<file path="src/rtl/hex_scan_scheduler_if.sv">
// ---------------------------------------------------------------------------
// hex_scan_scheduler_if
// Purpose : Bundles the load handshake, blanking control and display outputs
//           of hex_scan_scheduler into one port.
// Signals :
//   LOAD_VALID  master->slave  LOAD_DATA is offered
//   LOAD_READY  slave->master  shadow register free (transfer on VALID&READY)
//   LOAD_DATA   master->slave  4*NUM_DIGITS, nibble i drives digit i
//   BLANK       master->slave  NUM_DIGITS, 1 forces a digit dark at its write
//   HEX_ALL     slave->master  7*NUM_DIGITS, active-low {g,f,e,d,c,b,a}
//   FRAME_DONE  slave->master  one-cycle pulse at the end of each frame
// ---------------------------------------------------------------------------
interface hex_scan_scheduler_if #(
  parameter int NUM_DIGITS = 4
);
  logic                    LOAD_VALID;
  logic                    LOAD_READY;
  logic [4*NUM_DIGITS-1:0] LOAD_DATA;
  logic [NUM_DIGITS-1:0]   BLANK;
  logic [7*NUM_DIGITS-1:0] HEX_ALL;
  logic                    FRAME_DONE;

  // Source side: the user/switch logic.
  modport master (
    output LOAD_VALID, LOAD_DATA, BLANK,
    input  LOAD_READY, HEX_ALL, FRAME_DONE
  );

  // Sink side: the scheduler itself.
  modport slave (
    input  LOAD_VALID, LOAD_DATA, BLANK,
    output LOAD_READY, HEX_ALL, FRAME_DONE
  );
endinterface

</file>
<file path="src/rtl/hex_scan_scheduler.sv">
// ---------------------------------------------------------------------------
// hex_scan_scheduler
// Purpose : Time-slot scheduler that shares a single hex-to-7-segment decoder
//           among NUM_DIGITS displays. A value is loaded into a shadow
//           register through a valid/ready handshake and only becomes active
//           at a frame boundary, so one frame never mixes old and new digits.
// Ports   :
//   CLOCK_50  in   system clock, rising edge
//   RESET_N   in   asynchronous active-low reset (synchronous release upstream)
//   bus       slave modport of hex_scan_scheduler_if (load handshake, BLANK,
//             HEX_ALL segment outputs, FRAME_DONE pulse)
// Parameters:
//   NUM_DIGITS  displays scheduled (>=1); must match the interface parameter
//   TICK_DIV    cycles spent waiting in each digit slot (>=1)
// ---------------------------------------------------------------------------
module hex_scan_scheduler #(
  parameter int NUM_DIGITS = 4,
  parameter int TICK_DIV   = 50000
) (
  input  logic                  CLOCK_50,
  input  logic                  RESET_N,
  hex_scan_scheduler_if.slave   bus
);

  localparam int CNT_W = $clog2(TICK_DIV + 1);
  localparam int IDX_W = (NUM_DIGITS > 1) ? $clog2(NUM_DIGITS) : 1;

  typedef enum logic [1:0] {
    ST_APPLY = 2'd0,
    ST_WAIT  = 2'd1,
    ST_WRITE = 2'd2
  } state_t;

  state_t                  r_state;
  state_t                  w_state_next;

  logic [4*NUM_DIGITS-1:0] r_shadow;
  logic [4*NUM_DIGITS-1:0] r_active;
  logic                    r_pending;
  logic [IDX_W-1:0]        r_idx;
  logic [CNT_W-1:0]        r_cnt;
  logic                    r_frame_done;
  logic [6:0]              r_hex [NUM_DIGITS];

  logic                    w_accept;
  logic                    w_apply;
  logic                    w_cnt_last;
  logic                    w_last_digit;
  logic [3:0]              w_nib [NUM_DIGITS];
  logic [6:0]              w_seg;

  // Active-low {g,f,e,d,c,b,a}.
  function automatic logic [6:0] seg_decode(input logic [3:0] n);
    logic [6:0] s;
    case (n)
      4'h0: s = 7'h40;
      4'h1: s = 7'h79;
      4'h2: s = 7'h24;
      4'h3: s = 7'h30;
      4'h4: s = 7'h19;
      4'h5: s = 7'h12;
      4'h6: s = 7'h02;
      4'h7: s = 7'h78;
      4'h8: s = 7'h00;
      4'h9: s = 7'h10;
      4'hA: s = 7'h08;
      4'hB: s = 7'h03;
      4'hC: s = 7'h46;
      4'hD: s = 7'h21;
      4'hE: s = 7'h06;
      default: s = 7'h0E;
    endcase
    return s;
  endfunction

  // Split the active value into per-digit nibbles so the shared decoder
  // input is a plain array lookup by slot index.
  genvar gi;
  generate
    for (gi = 0; gi < NUM_DIGITS; gi++) begin : g_digit
      assign w_nib[gi]                 = r_active[4*gi +: 4];
      assign bus.HEX_ALL[7*gi +: 7]    = r_hex[gi];
    end
  endgenerate

  assign w_seg        = seg_decode(w_nib[r_idx]);
  assign w_cnt_last   = (r_cnt == CNT_W'(TICK_DIV - 1));
  assign w_last_digit = (r_idx == IDX_W'(NUM_DIGITS - 1));

  // Accepting and applying are mutually exclusive: accept needs pending=0,
  // apply needs pending=1. A load accepted during APPLY therefore waits a
  // whole frame; there is deliberately no bypass into r_active.
  assign w_accept       = bus.LOAD_VALID & ~r_pending;
  assign w_apply        = (r_state == ST_APPLY) & r_pending;
  assign bus.LOAD_READY = ~r_pending;
  assign bus.FRAME_DONE = r_frame_done;

  // State register.
  always_ff @(posedge CLOCK_50 or negedge RESET_N) begin
    if (!RESET_N) begin
      r_state <= ST_APPLY;
    end else begin
      r_state <= w_state_next;
    end
  end

  // Next-state logic.
  always_comb begin
    w_state_next = r_state;
    case (r_state)
      ST_APPLY: w_state_next = ST_WAIT;
      ST_WAIT:  if (w_cnt_last) w_state_next = ST_WRITE;
      ST_WRITE: w_state_next = w_last_digit ? ST_APPLY : ST_WAIT;
      default:  w_state_next = ST_APPLY;
    endcase
  end

  // Shadow / active handoff.
  always_ff @(posedge CLOCK_50 or negedge RESET_N) begin
    if (!RESET_N) begin
      r_shadow  <= '0;
      r_active  <= '0;
      r_pending <= 1'b0;
    end else if (w_apply) begin
      r_active  <= r_shadow;
      r_pending <= 1'b0;
    end else if (w_accept) begin
      r_shadow  <= bus.LOAD_DATA;
      r_pending <= 1'b1;
    end
  end

  // Slot index and tick counter. The index only returns to 0 in APPLY, so a
  // non-power-of-two digit count never relies on natural wrap-around.
  always_ff @(posedge CLOCK_50 or negedge RESET_N) begin
    if (!RESET_N) begin
      r_idx        <= '0;
      r_cnt        <= '0;
      r_frame_done <= 1'b0;
    end else begin
      r_frame_done <= 1'b0;
      case (r_state)
        ST_APPLY: begin
          r_idx <= '0;
          r_cnt <= '0;
        end
        ST_WAIT: begin
          r_cnt <= w_cnt_last ? '0 : r_cnt + 1'b1;
        end
        ST_WRITE: begin
          if (w_last_digit) begin
            r_frame_done <= 1'b1;
          end else begin
            r_idx <= r_idx + 1'b1;
          end
        end
        default: begin
          r_idx <= '0;
          r_cnt <= '0;
        end
      endcase
    end
  end

  // Segment registers: only the slice of the digit being written changes,
  // and BLANK is sampled at that moment, so mid-frame BLANK changes only
  // reach digits not yet written in the current frame.
  always_ff @(posedge CLOCK_50 or negedge RESET_N) begin
    if (!RESET_N) begin
      for (int i = 0; i < NUM_DIGITS; i++) begin
        r_hex[i] <= 7'h7F;
      end
    end else if (r_state == ST_WRITE) begin
      for (int i = 0; i < NUM_DIGITS; i++) begin
        if (r_idx == IDX_W'(i)) begin
          r_hex[i] <= bus.BLANK[i] ? 7'h7F : w_seg;
        end
      end
    end
  end

endmodule
</file>
<file path="src/flat_wrapper.sv">
// flat-port wrapper written by rule: the top's interface ports become plain ports
module hex_scan_scheduler_flat 
#(
  parameter int NUM_DIGITS = 4,
  parameter int TICK_DIV   = 50000
)
  (CLOCK_50, RESET_N, bus_LOAD_VALID, bus_LOAD_DATA, bus_BLANK, bus_LOAD_READY, bus_HEX_ALL, bus_FRAME_DONE);
  hex_scan_scheduler_if #(.NUM_DIGITS(NUM_DIGITS)) bus_i ();
  input  logic CLOCK_50;
  input  logic RESET_N;
  input wire logic [$bits(bus_i.LOAD_VALID)-1:0] bus_LOAD_VALID;
  input wire logic [$bits(bus_i.LOAD_DATA)-1:0] bus_LOAD_DATA;
  input wire logic [$bits(bus_i.BLANK)-1:0] bus_BLANK;
  output wire logic [$bits(bus_i.LOAD_READY)-1:0] bus_LOAD_READY;
  output wire logic [$bits(bus_i.HEX_ALL)-1:0] bus_HEX_ALL;
  output wire logic [$bits(bus_i.FRAME_DONE)-1:0] bus_FRAME_DONE;
  assign bus_i.LOAD_VALID = bus_LOAD_VALID;
  assign bus_i.LOAD_DATA = bus_LOAD_DATA;
  assign bus_i.BLANK = bus_BLANK;
  assign bus_LOAD_READY = bus_i.LOAD_READY;
  assign bus_HEX_ALL = bus_i.HEX_ALL;
  assign bus_FRAME_DONE = bus_i.FRAME_DONE;
  hex_scan_scheduler #(.NUM_DIGITS(NUM_DIGITS), .TICK_DIV(TICK_DIV)) u_core (.CLOCK_50(CLOCK_50), .RESET_N(RESET_N), .bus(bus_i));
endmodule
</file>
<file path="config.mk">
export PLATFORM = sky130hd
export DESIGN_NAME = hex_scan_scheduler_flat
export DESIGN_NICKNAME = d
export VERILOG_FILES = /design/src/rtl/hex_scan_scheduler_if.sv /design/src/rtl/hex_scan_scheduler.sv /design/src/flat_wrapper.sv
export SDC_FILE = /design/constraint.sdc
export NUM_CORES = 1
export LEC_CHECK = 0
export BUFFER_PORTS_ARGS = -buffer_cell sky130_fd_sc_hd__buf_2
export CAP_MARGIN = 10
export CORE_MARGIN = 2
export CORE_UTILIZATION = 45
export DETAILED_ROUTE_END_ITERATION = 10
export HOLD_SLACK_MARGIN = 0.08
export MAX_ROUTING_LAYER = met4
export PLACE_DENSITY = 0.7
export SLEW_MARGIN = 15
export SYNTH_ARGS = -nofsm -noshare
export SYNTH_HDL_FRONTEND = slang
export SYNTH_SLANG_ARGS = --single-unit
</file>
<file path="constraint.sdc">
create_clock -name CLOCK_50 -period 6.8 [get_ports CLOCK_50]
set_input_delay 0.68 -clock CLOCK_50 [delete_from_list [all_inputs] [get_ports CLOCK_50]]
set_output_delay 0.68 -clock CLOCK_50 [all_outputs]
set_load 0.02 [all_outputs]
</file>
==> results by group, run 1 <==
Placed design
  – Placed insts: 475
  – # port buffers: 52
  – Dpl hpwl: 5255 um
  – Placement Cell Area: 4235 sq um
  – Dpl ws: 4069 ps
  – Routability Congestion: 0.8238

Logic synthesis
  – Asr flop ratio synth: 1.000
  – Ys flop type: dfrtp_1
  – Syn Area/Cell: 11.82 sq um
  – Post-synthesis cell type count: 54
  – Yosys reg bits: 82
  – EDFF count, synth: 0
  – Syn_nets: 363
  – Sequential-to-total area share from yosys stat: 0.5369
  – Syn Inst Count: 329
  – Yosys warns: 0
  – Synthesized area: 3887 sq um

Die
  – Initial core utilization: 0.4684
  – Chip Width: 96.95 um
  – Cell row count: 33
  – # IOs: 53
  – Die area: 9398 sq um
  – Die Ht: 96.95 um
  – Core area: 8299 sq um

Routing
  – WL final: 7476 um
  – Drc violations: 0
  – Wire per inst: 15.23 um
  – Vias post-DR: 2,700
  – Vias per cell: 5.499
  – Iteration-0 DRC Markers: 130
  – DRT antenna net count: 0
  – DRT Pass-1 Iters: 5

Final layout
  – Non-Filler Instances: 491
  – Register area: 2087 sq um
  – Multi-input logic area: 1704 sq um
  – Synthesis-to-layout area growth: 14.26%
  – Nets: 415
  – Most frequent cells in the layout: 54 x dfrtp_1, 51 x buf_2, 35 x mux2_2
  – Util after Layout: 0.5352
  – Share of cells above drive strength 1: 0.3756
  – Most common cell after layout, fill and taps aside: dfrtp_1
  – Antenna cells: 0
  – Final Cell Area: 4442 sq um
  – Filler instances: 738

Worst setup path
  – Critical path class: reg -> reg
  – WP data required: 7080 ps
  – CP max FO: 14
  – CP Capture Type: flop
  – CP Data Arrival Time: 3050 ps
  – Critical Path Start Type: flop

STA
  – Setup violators final: 0
  – Max-slew violations: 0
  – Final period util: 0.4075
  – Clock skew: 9.311 ps
  – Crit path time final: 2771 ps
  – Setup ws final: 4029 ps
  – Highest clock rate: 360.8 MHz
  – Hold WS: 461.9 ps
  – Relative slew slack: 0.3412
  – Unrepaired setup endpoints after global routing: false
  – Hold Vio Cnt, Final: 0
  – Worst-margin pin slew: 988.3 ps
  – Fin Setup TNS: 0 ps

Global routing
  – First-pass GRT wire length: 13,250 um
  – Total GRT Usage: 0.1793
  – GRT met3 Usage: 0.04046
  – Number of global-route vias before repair: 2,658
  – Gr ovfl total: 0
  – Largest net degree at the start of global routing: 83
  – Initial antenna violation count: 0
  – Met1 Resource Use GR: 0.2576
  – GR peak layer: met1
  – Routing usage on met2: 0.2489

Clocking
  – Total clock buffers created by CTS: 9
  – Worst skew pair latency: 360 ps
  – Clock transition at path regs: 80 ps
  – Post-CTS setup buffers: 0
  – Root Driver: clkbuf_8
  – Sink Count: 82
  – CTS resizes: 0
  – Max Root-Sink Buffers: 2
  – CTS H-tree depth: 3
  – CTS tree: done
  – CTS Hold Buffers Added: 0

Pwr
  – Combinational power share: 0.055
  – Leak Pwr: 1.935 nW
  – Power, Total: 0.9224 mW
  – Peak VDD IR: 0.1072 mV
  – Sw Share: 0.2285
  – P_int: 0.7117 mW
  – Switching power total: 0.2107 mW
  – Clock power frac: 0.388
  – Share of power burned in registers: 0.558
  – Power density cells: 207.7 nW/um^2

Hold path
  – Worst min-delay path class: in -> async

Outcome
  – Status: complete, no violations

Flow run
  – Max-cap violation count: 0
[worst paths after layout]
path                                              start                                  to  slack [ps]  depth (start not counted)
max                         u_core.r_idx[0]$_DFFE_PN0P_  u_core.bus.HEX_ALL[14]$_DFFE_PN1P_        4030                          6
min                                             RESET_N      u_core.r_shadow[4]$_DFFE_PN0P_         460                          1
max reg2reg                 u_core.r_idx[0]$_DFFE_PN0P_  u_core.bus.HEX_ALL[14]$_DFFE_PN1P_        4030                          6
min reg2reg                u_core.r_cnt[12]$_DFFE_PN0N_        u_core.r_cnt[12]$_DFFE_PN0N_         510                          1
max in group asynchronous                       RESET_N         u_core.r_idx[1]$_DFFE_PN0P_        5680                          1
min in group CLOCK_50      u_core.r_cnt[12]$_DFFE_PN0N_        u_core.r_cnt[12]$_DFFE_PN0N_         510                          1
[cell type report]
class | count | share of cell area
Sequential cell | 82 | 0.4699
Multi-Input combinational cell | 224 | 0.3837
Timing Repair Buffer | 54 | 0.06254
Clock buffer | 11 | 0.03183
Tap cell | 105 | 0.02958
Clock inverter | 5 | 0.01408
Inverter | 10 | 0.008451
[state kept, by name, summed over array words and instances, names as in the netlist]
register and flops:
u_core.r_idx 2, u_core.r_state 2, u_core.bus.HEX_ALL 28, u_core.bus.FRAME_DONE 1, u_core.r_cnt 16, u_core.r_shadow 16, u_core.r_pending 1, u_core.r_active 16
[power groups by stage]
stage / combinational, mW / clock (mW) / sequential (mW)
after global routing: 0.0571 / 0.388 / 0.518
final: 0.0503 / 0.358 / 0.515
after CTS: 0.0516 / 0.367 / 0.515
after floorplan: 0.0302 / 0 / 0.520
after detailed placement: 0.0514 / 0 / 0.524
after global placement: 0.0498 / 0 / 0.523
[per-layer routing]
layer | vias to the layer above | part of all wire | routed length, um
li1 | 1305 | - | -
met1 | 1321 | 0.50 | 3731
met2 | 65 | 0.44 | 3315
met3 | 9 | 0.043 | 321
met4 | 0 | 0.014 | 108
met5 | - | 0 | 0
[worst max-delay path, cell delays in order, from the launching register on]
cell,delay [ps]
dfrtp_1,660
mux4_1,770
inv_1,160
ha_1,290
nor4_1,90
or4_4,550
a21oi_1,190
[logic make-up after synthesis]
kind of cell | synth area share
xor+xnor | 0.002253
simple gates | 0.1310
flops | 0.5369
mux | 0.1432
compound gates | 0.1258
buf+inv | 0.02542
fa+ha+maj | 0.03540
[cell usage after synthesis (6+ instances only)]
| cell type | n | area (sq um) |
|---|---|---|
| nand2_1 | 19 | 71.32 |
| nand3_1 | 6 | 30.03 |
| nor2_1 | 25 | 93.84 |
| a21oi_1 | 24 | 120.1 |
| dfrtp_1 | 54 | 1351 |
| o21ai_0 | 9 | 45.04 |
| dfstp_2 | 28 | 735.7 |
| nor3_1 | 7 | 35.03 |
| a31oi_1 | 6 | 37.54 |
| o22a_1 | 12 | 105.1 |
| nor2b_1 | 8 | 50.05 |
| clkbuf_1 | 8 | 30.03 |
| ha_1 | 11 | 137.6 |
| inv_1 | 9 | 33.78 |
| mux2_2 | 35 | 394.1 |
No activity file was read; power rests on OpenSTA's default activity.
==> run 2, diff against run 1 <==
Settings changed: PLACE_DENSITY 0.7 to 0.72.
Clock period 6.8 ns to 2.3 ns, I/O delays scaled along.
==> run 2 against run 1 <==
Compared with the run above:
- first-iteration DRC count grew 28%
- worst hold slack lost 360 ps
- clock power grew to 2.7 times the previous value
- global-route usage is essentially flat
==> results by group, run 2 (synthesized netlist as in run 1, its figures left out) <==
Outcome
  – Status: complete, no violations

Pwr
  – Power density cells: 583.7 nW/um^2
  – Share of power burned in registers: 0.574
  – Clock power frac: 0.364
  – Sw Share: 0.2523
  – P_int: 1.983 mW
  – Leak Pwr: 1.989 nW
  – Switching power total: 0.6694 mW
  – Power, Total: 2.653 mW
  – Peak VDD IR: 0.3267 mV
  – Combinational power share: 0.062

Final layout
  – Filler instances: 708
  – Largest register FFs: 28
  – Share of cells above drive strength 1: 0.4065
  – Most common cell after layout, fill and taps aside: dfrtp_1
  – Nets: 430
  – Final Cell Area: 4544 sq um
  – Antenna cells: 0
  – Most frequent cells in the layout: 53 x dfrtp_1, 51 x buf_2, 35 x mux2_2
  – Synthesis-to-layout area growth: 16.90%

Hold path
  – HP Start: bus_LOAD_DATA[13]
  – Worst min-delay path class: in -> reg

STA
  – Hold WS: 104.0 ps
  – Clock skew: 10.88 ps
  – Worst-margin pin slew: 523.6 ps
  – Highest clock rate: 461.4 MHz
  – Setup violators final: 0
  – Relative slew slack: 0.6480
  – Fin Setup TNS: 0 ps
  – Hold Vio Cnt, Final: 0
  – Crit path time final: 2167 ps
  – Max-slew violations: 0
  – Final period util: 0.9423
  – Setup ws final: 132.7 ps
  – Unrepaired setup endpoints after global routing: false

Routing
  – Vias per cell: 5.528
  – DRT Pass-1 Iters: 4
  – Wire per inst: 15.65 um
  – Vias post-DR: 2,797
  – Iteration-0 DRC Markers: 166
  – DRT antenna net count: 0
  – WL final: 7919 um
  – Drc violations: 0

Worst setup path
  – CP Data Arrival Time: 2450 ps
  – CP max FO: 6
  – R2r startpoint: u_core.r_idx[0]$_DFFE_PN0P_
  – CP Capture Type: flop
  – Critical Path Start Type: flop
  – Critical path class: reg -> reg
  – WP data required: 2580 ps
  – CP Launch Point: u_core.r_idx[0]$_DFFE_PN0P_

Clocking
  – Max Root-Sink Buffers: 2
  – Clock transition at path regs: 90 ps
  – Root Driver: clkbuf_8
  – Worst skew pair latency: 350 ps
  – CTS tree: done
  – Sink Count: 82
  – Total clock buffers created by CTS: 9
  – Post-CTS setup buffers: 0
  – CTS H-tree depth: 3

Global routing
  – Number of global-route vias before repair: 2,685
  – Largest net degree at the start of global routing: 43
  – Total GRT Usage: 0.1798
  – Initial antenna violation count: 0
  – Gr ovfl total: 0
  – First-pass GRT wire length: 13,380 um

Placed design
  – Dpl ws: 111.1 ps
  – Placement Cell Area: 4352 sq um
  – # port buffers: 52
  – Routability Congestion: 0.8609
  – Dpl hpwl: 5683 um

Die
  – Die area: 9398 sq um
  – Chip Width: 96.95 um
  – Cell row count: 33
  – Core area: 8299 sq um
  – # IOs: 53
  – Initial core utilization: 0.4684
  – Die Ht: 96.95 um

Flow run
  – Max-cap violation count: 0
[run 2: repair_timing]
action                                  in CTS  in global routing
resized for setup                            0                  3
hold endpoints to repair                    12                  0
hold buffers                                 1                  0
endpoints found under the setup margin       0                 13
[run 2: cell type report]
class                           count  area [sq um]  area share
Timing Repair Buffer               69         405.4     0.08921
Clock inverter                      6         50.05     0.01101
Tap cell                          105         131.4     0.02891
Clock buffer                       10         127.6     0.02808
Multi-Input combinational cell    224          1704      0.3750
Inverter                           10         37.54    0.008260
Sequential cell                    82          2088      0.4595
[run 2: final timing paths]
check                           slack (ps)  cells after the start                                end
worst max-delay path                   130                      6  u_core.bus.HEX_ALL[7]$_DFFE_PN1P_
worst min-delay path                   100                      2    u_core.r_shadow[13]$_DFFE_PN0P_
worst max register to register         130                      6  u_core.bus.HEX_ALL[7]$_DFFE_PN1P_
worst min register to register         500                      1     u_core.r_active[1]$_DFFE_PN0P_
max in group asynchronous             1290                      3        u_core.r_idx[0]$_DFFE_PN0P_
min in group asynchronous              410                      2        u_core.r_cnt[9]$_DFFE_PN0N_
[run 2: power groups by stage]
stage / clock network (mW) / registers [mW] / logic, mW
final: 0.966 / 1.52 / 0.165
after global routing: 1.05 / 1.53 / 0.184
after CTS: 0.991 / 1.52 / 0.167
after detailed placement: 0 / 1.55 / 0.165
after global placement: 0 / 1.55 / 0.159
after floorplan: 0 / 1.54 / 0.0895
[run 2: metrics by stage]
stage	cells	utilization
after floorplan	329	-
after global placement	489	0.5243
after detailed placement	489	0.5243
after CTS	506	0.5470
after global routing	506	0.5476
final	506	0.5476
[run 2: worst max-delay path, stage by stage, from the launching register on]
cell     delay [ps]
dfrtp_2         400
mux4_2          520
inv_1           130
ha_2            260
nor4_1           80
or4_4           550
a21oi_1         160
[run 2: routing by layer]
metal / share of wire / wire length, um / GRT usage / vias to the layer above
li1: - / - / - / 1324
met1: 0.49 / 3917 / 0.2571 / 1392
met2: 0.44 / 3473 / 0.2511 / 68
met3: 0.045 / 356 / 0.03396 / 13
met4: 0.021 / 170 / 0.07692 / 0
met5: 0 / 0 / - / -
==> run 3, diff against run 2 <==
Settings changed: SETUP_SLACK_MARGIN set to 0.15, SLEW_MARGIN 15 to 40.
==> run 3 against run 2 <==
Compared with the run above:
- power up 4.3%
- cell count up 0.20%
- core utilization up 1.0 points
- sequential share of layout area down 0.82 points
- clock-buffer cell count up 1
- worst hold slack better by 2.8 ps
- maximum frequency up 2.9%
- critical path type unchanged
==> results by group, run 3 (synthesized netlist as in run 1, its figures left out) <==
Clocking
  – CTS H-tree depth: 3
  – Sink Count: 82
  – Worst skew pair latency: 350 ps
  – CTS tree: done
  – Root Driver: clkbuf_8
  – Total clock buffers created by CTS: 9
  – Clock transition at path regs: 80 ps
  – Max Root-Sink Buffers: 2

Final layout
  – Synthesis-to-layout area growth: 19.02%
  – Antenna cells: 0
  – Nets: 431
  – Share of cells above drive strength 1: 0.4279
  – Final Cell Area: 4627 sq um
  – Filler instances: 705
  – Most frequent cells in the layout: 53 x dfrtp_1, 51 x buf_2, 35 x mux2_2
  – Largest register FFs: 28
  – Most common cell after layout, fill and taps aside: dfrtp_1

Die
  – Chip Width: 96.95 um
  – Cell row count: 33
  – Initial core utilization: 0.4684
  – Die Ht: 96.95 um
  – # IOs: 53
  – Core area: 8299 sq um
  – Die area: 9398 sq um

Routing
  – Vias per cell: 5.436
  – Wire per inst: 15.57 um
  – DRT Pass-1 Iters: 5
  – Top layer in use: met4
  – Wl on met1: 3785 um
  – WL final: 7894 um
  – Vias post-DR: 2,756
  – Met2 routed WL: 3723 um
  – Drc violations: 0
  – Routed wl met3: 311 um
  – DRT antenna net count: 0
  – Iteration-0 DRC Markers: 133

Hold path
  – HP Start: bus_LOAD_DATA[13]
  – Worst min-delay path class: in -> reg

STA
  – Max-slew violations: 0
  – Crit path time final: 2106 ps
  – Fin Setup TNS: 0 ps
  – Unrepaired setup endpoints after global routing: true
  – Highest clock rate: 474.9 MHz
  – Worst-margin pin slew: 605.1 ps
  – Setup violators final: 0
  – Hold Vio Cnt, Final: 0
  – Clock skew: 6.108 ps
  – Final period util: 0.9156
  – Relative slew slack: 0.5966

Worst setup path
  – R2r startpoint: u_core.r_idx[0]$_DFFE_PN0P_
  – WP data required: 2580 ps
  – CP max FO: 5
  – CP Capture Type: flop
  – Critical Path Start Type: flop
  – Critical path class: reg -> reg
  – CP Launch Point: u_core.r_idx[0]$_DFFE_PN0P_
  – CP Data Arrival Time: 2390 ps

Global routing
  – First-pass GRT wire length: 13,480 um
  – Number of global-route vias before repair: 2,756
  – Total GRT Usage: 0.1809
  – Initial antenna violation count: 0
  – Gr ovfl total: 0
  – Largest net degree at the start of global routing: 48

Flow run
  – Max-cap violation count: 0

Placed design
  – Dpl hpwl: 5629 um
  – Placement Cell Area: 4343 sq um
  – # port buffers: 52
  – Routability Congestion: 0.7835

Pwr
  – Peak VDD IR: 0.2895 mV
  – Leak Pwr: 2.014 nW
  – Power density cells: 598.1 nW/um^2

Outcome
  – Status: complete, no violations
run 3: changes by cell type in the layout (fill, tap and decap cells not counted), sizes merged:
cell	change
inv	-2
buf	+1
bufinv	+1
clkbuf	+1
clkinv	+1
clkinvlp	-1
run 3: power breakdown:
group / total, mW / internal [mW] / switching, mW
Sequential: 1.52 / 1.49 / 0.0295
Clock: 1.07 / 0.538 / 0.533
Combinational: 0.173 / 0.0892 / 0.0842
run 3: layer usage:
metal  vias up  GRT usage
met5         -          -
met4         0    0.06176
met3         6    0.04191
met2        66     0.2719
met1      1356     0.2435
li1       1328          -
run 3: final cells by class:
| type | count | area (sq um) | area share |
|---|---|---|---|
| flip-flops and latches | 82 | 2088 | 0.4513 |
| inverters | 10 | 40.04 | 0.008653 |
| repair buffers | 70 | 416.7 | 0.09005 |
| clock buffers | 11 | 141.4 | 0.03056 |
| multi-input cells | 224 | 1745 | 0.3772 |
| clock inverters | 5 | 63.81 | 0.01379 |
| well taps | 105 | 131.4 | 0.02839 |
run 3: timing repair:
item,in CTS,in global routing
resized for setup,1,11
hold buffers,1,0
setup buffers,0,3
pin swaps,0,3
hold endpoints to repair,36,0
endpoints found under the setup margin,16,23
run 3: stage by stage:
stage | hold WS [ps] | total power, mW | worst slack, ps | utilization | instances
CTS | 89.09 | 2.798 | 154.4 | 0.5494 | 504
floorplan | -65.59 | 1.628 | 76.60 | - | 329
global route | 89.21 | 2.885 | 117.2 | 0.5575 | 507
global placement | 273.2 | 1.707 | 166.8 | 0.5233 | 487
detailed placement | 280.4 | 1.716 | 108.5 | 0.5233 | 487
finish | 106.8 | 2.767 | 194.1 | 0.5575 | 507
run 3: worst paths after layout:
kind | endpoint | slack [ps] | cells after the start
worst max-delay path | u_core.bus.HEX_ALL[14]$_DFFE_PN1P_ | 190 | 6
worst min-delay path | u_core.r_shadow[13]$_DFFE_PN0P_ | 110 | 2
worst max register to register | u_core.bus.HEX_ALL[14]$_DFFE_PN1P_ | 190 | 6
worst min register to register | u_core.bus.HEX_ALL[16]$_DFFE_PN1P_ | 510 | 2
max in group asynchronous | u_core.bus.HEX_ALL[6]$_DFFE_PN1P_ | 1200 | 3
min in group asynchronous | u_core.r_active[5]$_DFFE_PN0P_ | 430 | 2
run 3: worst max-delay path, cell delays in order (launching register included):
cell and delay, ps:
dfrtp_2 430, mux4_2 560, inv_4 100, ha_4 160, nor4_1 60, or4_4 580
a21oi_2 170
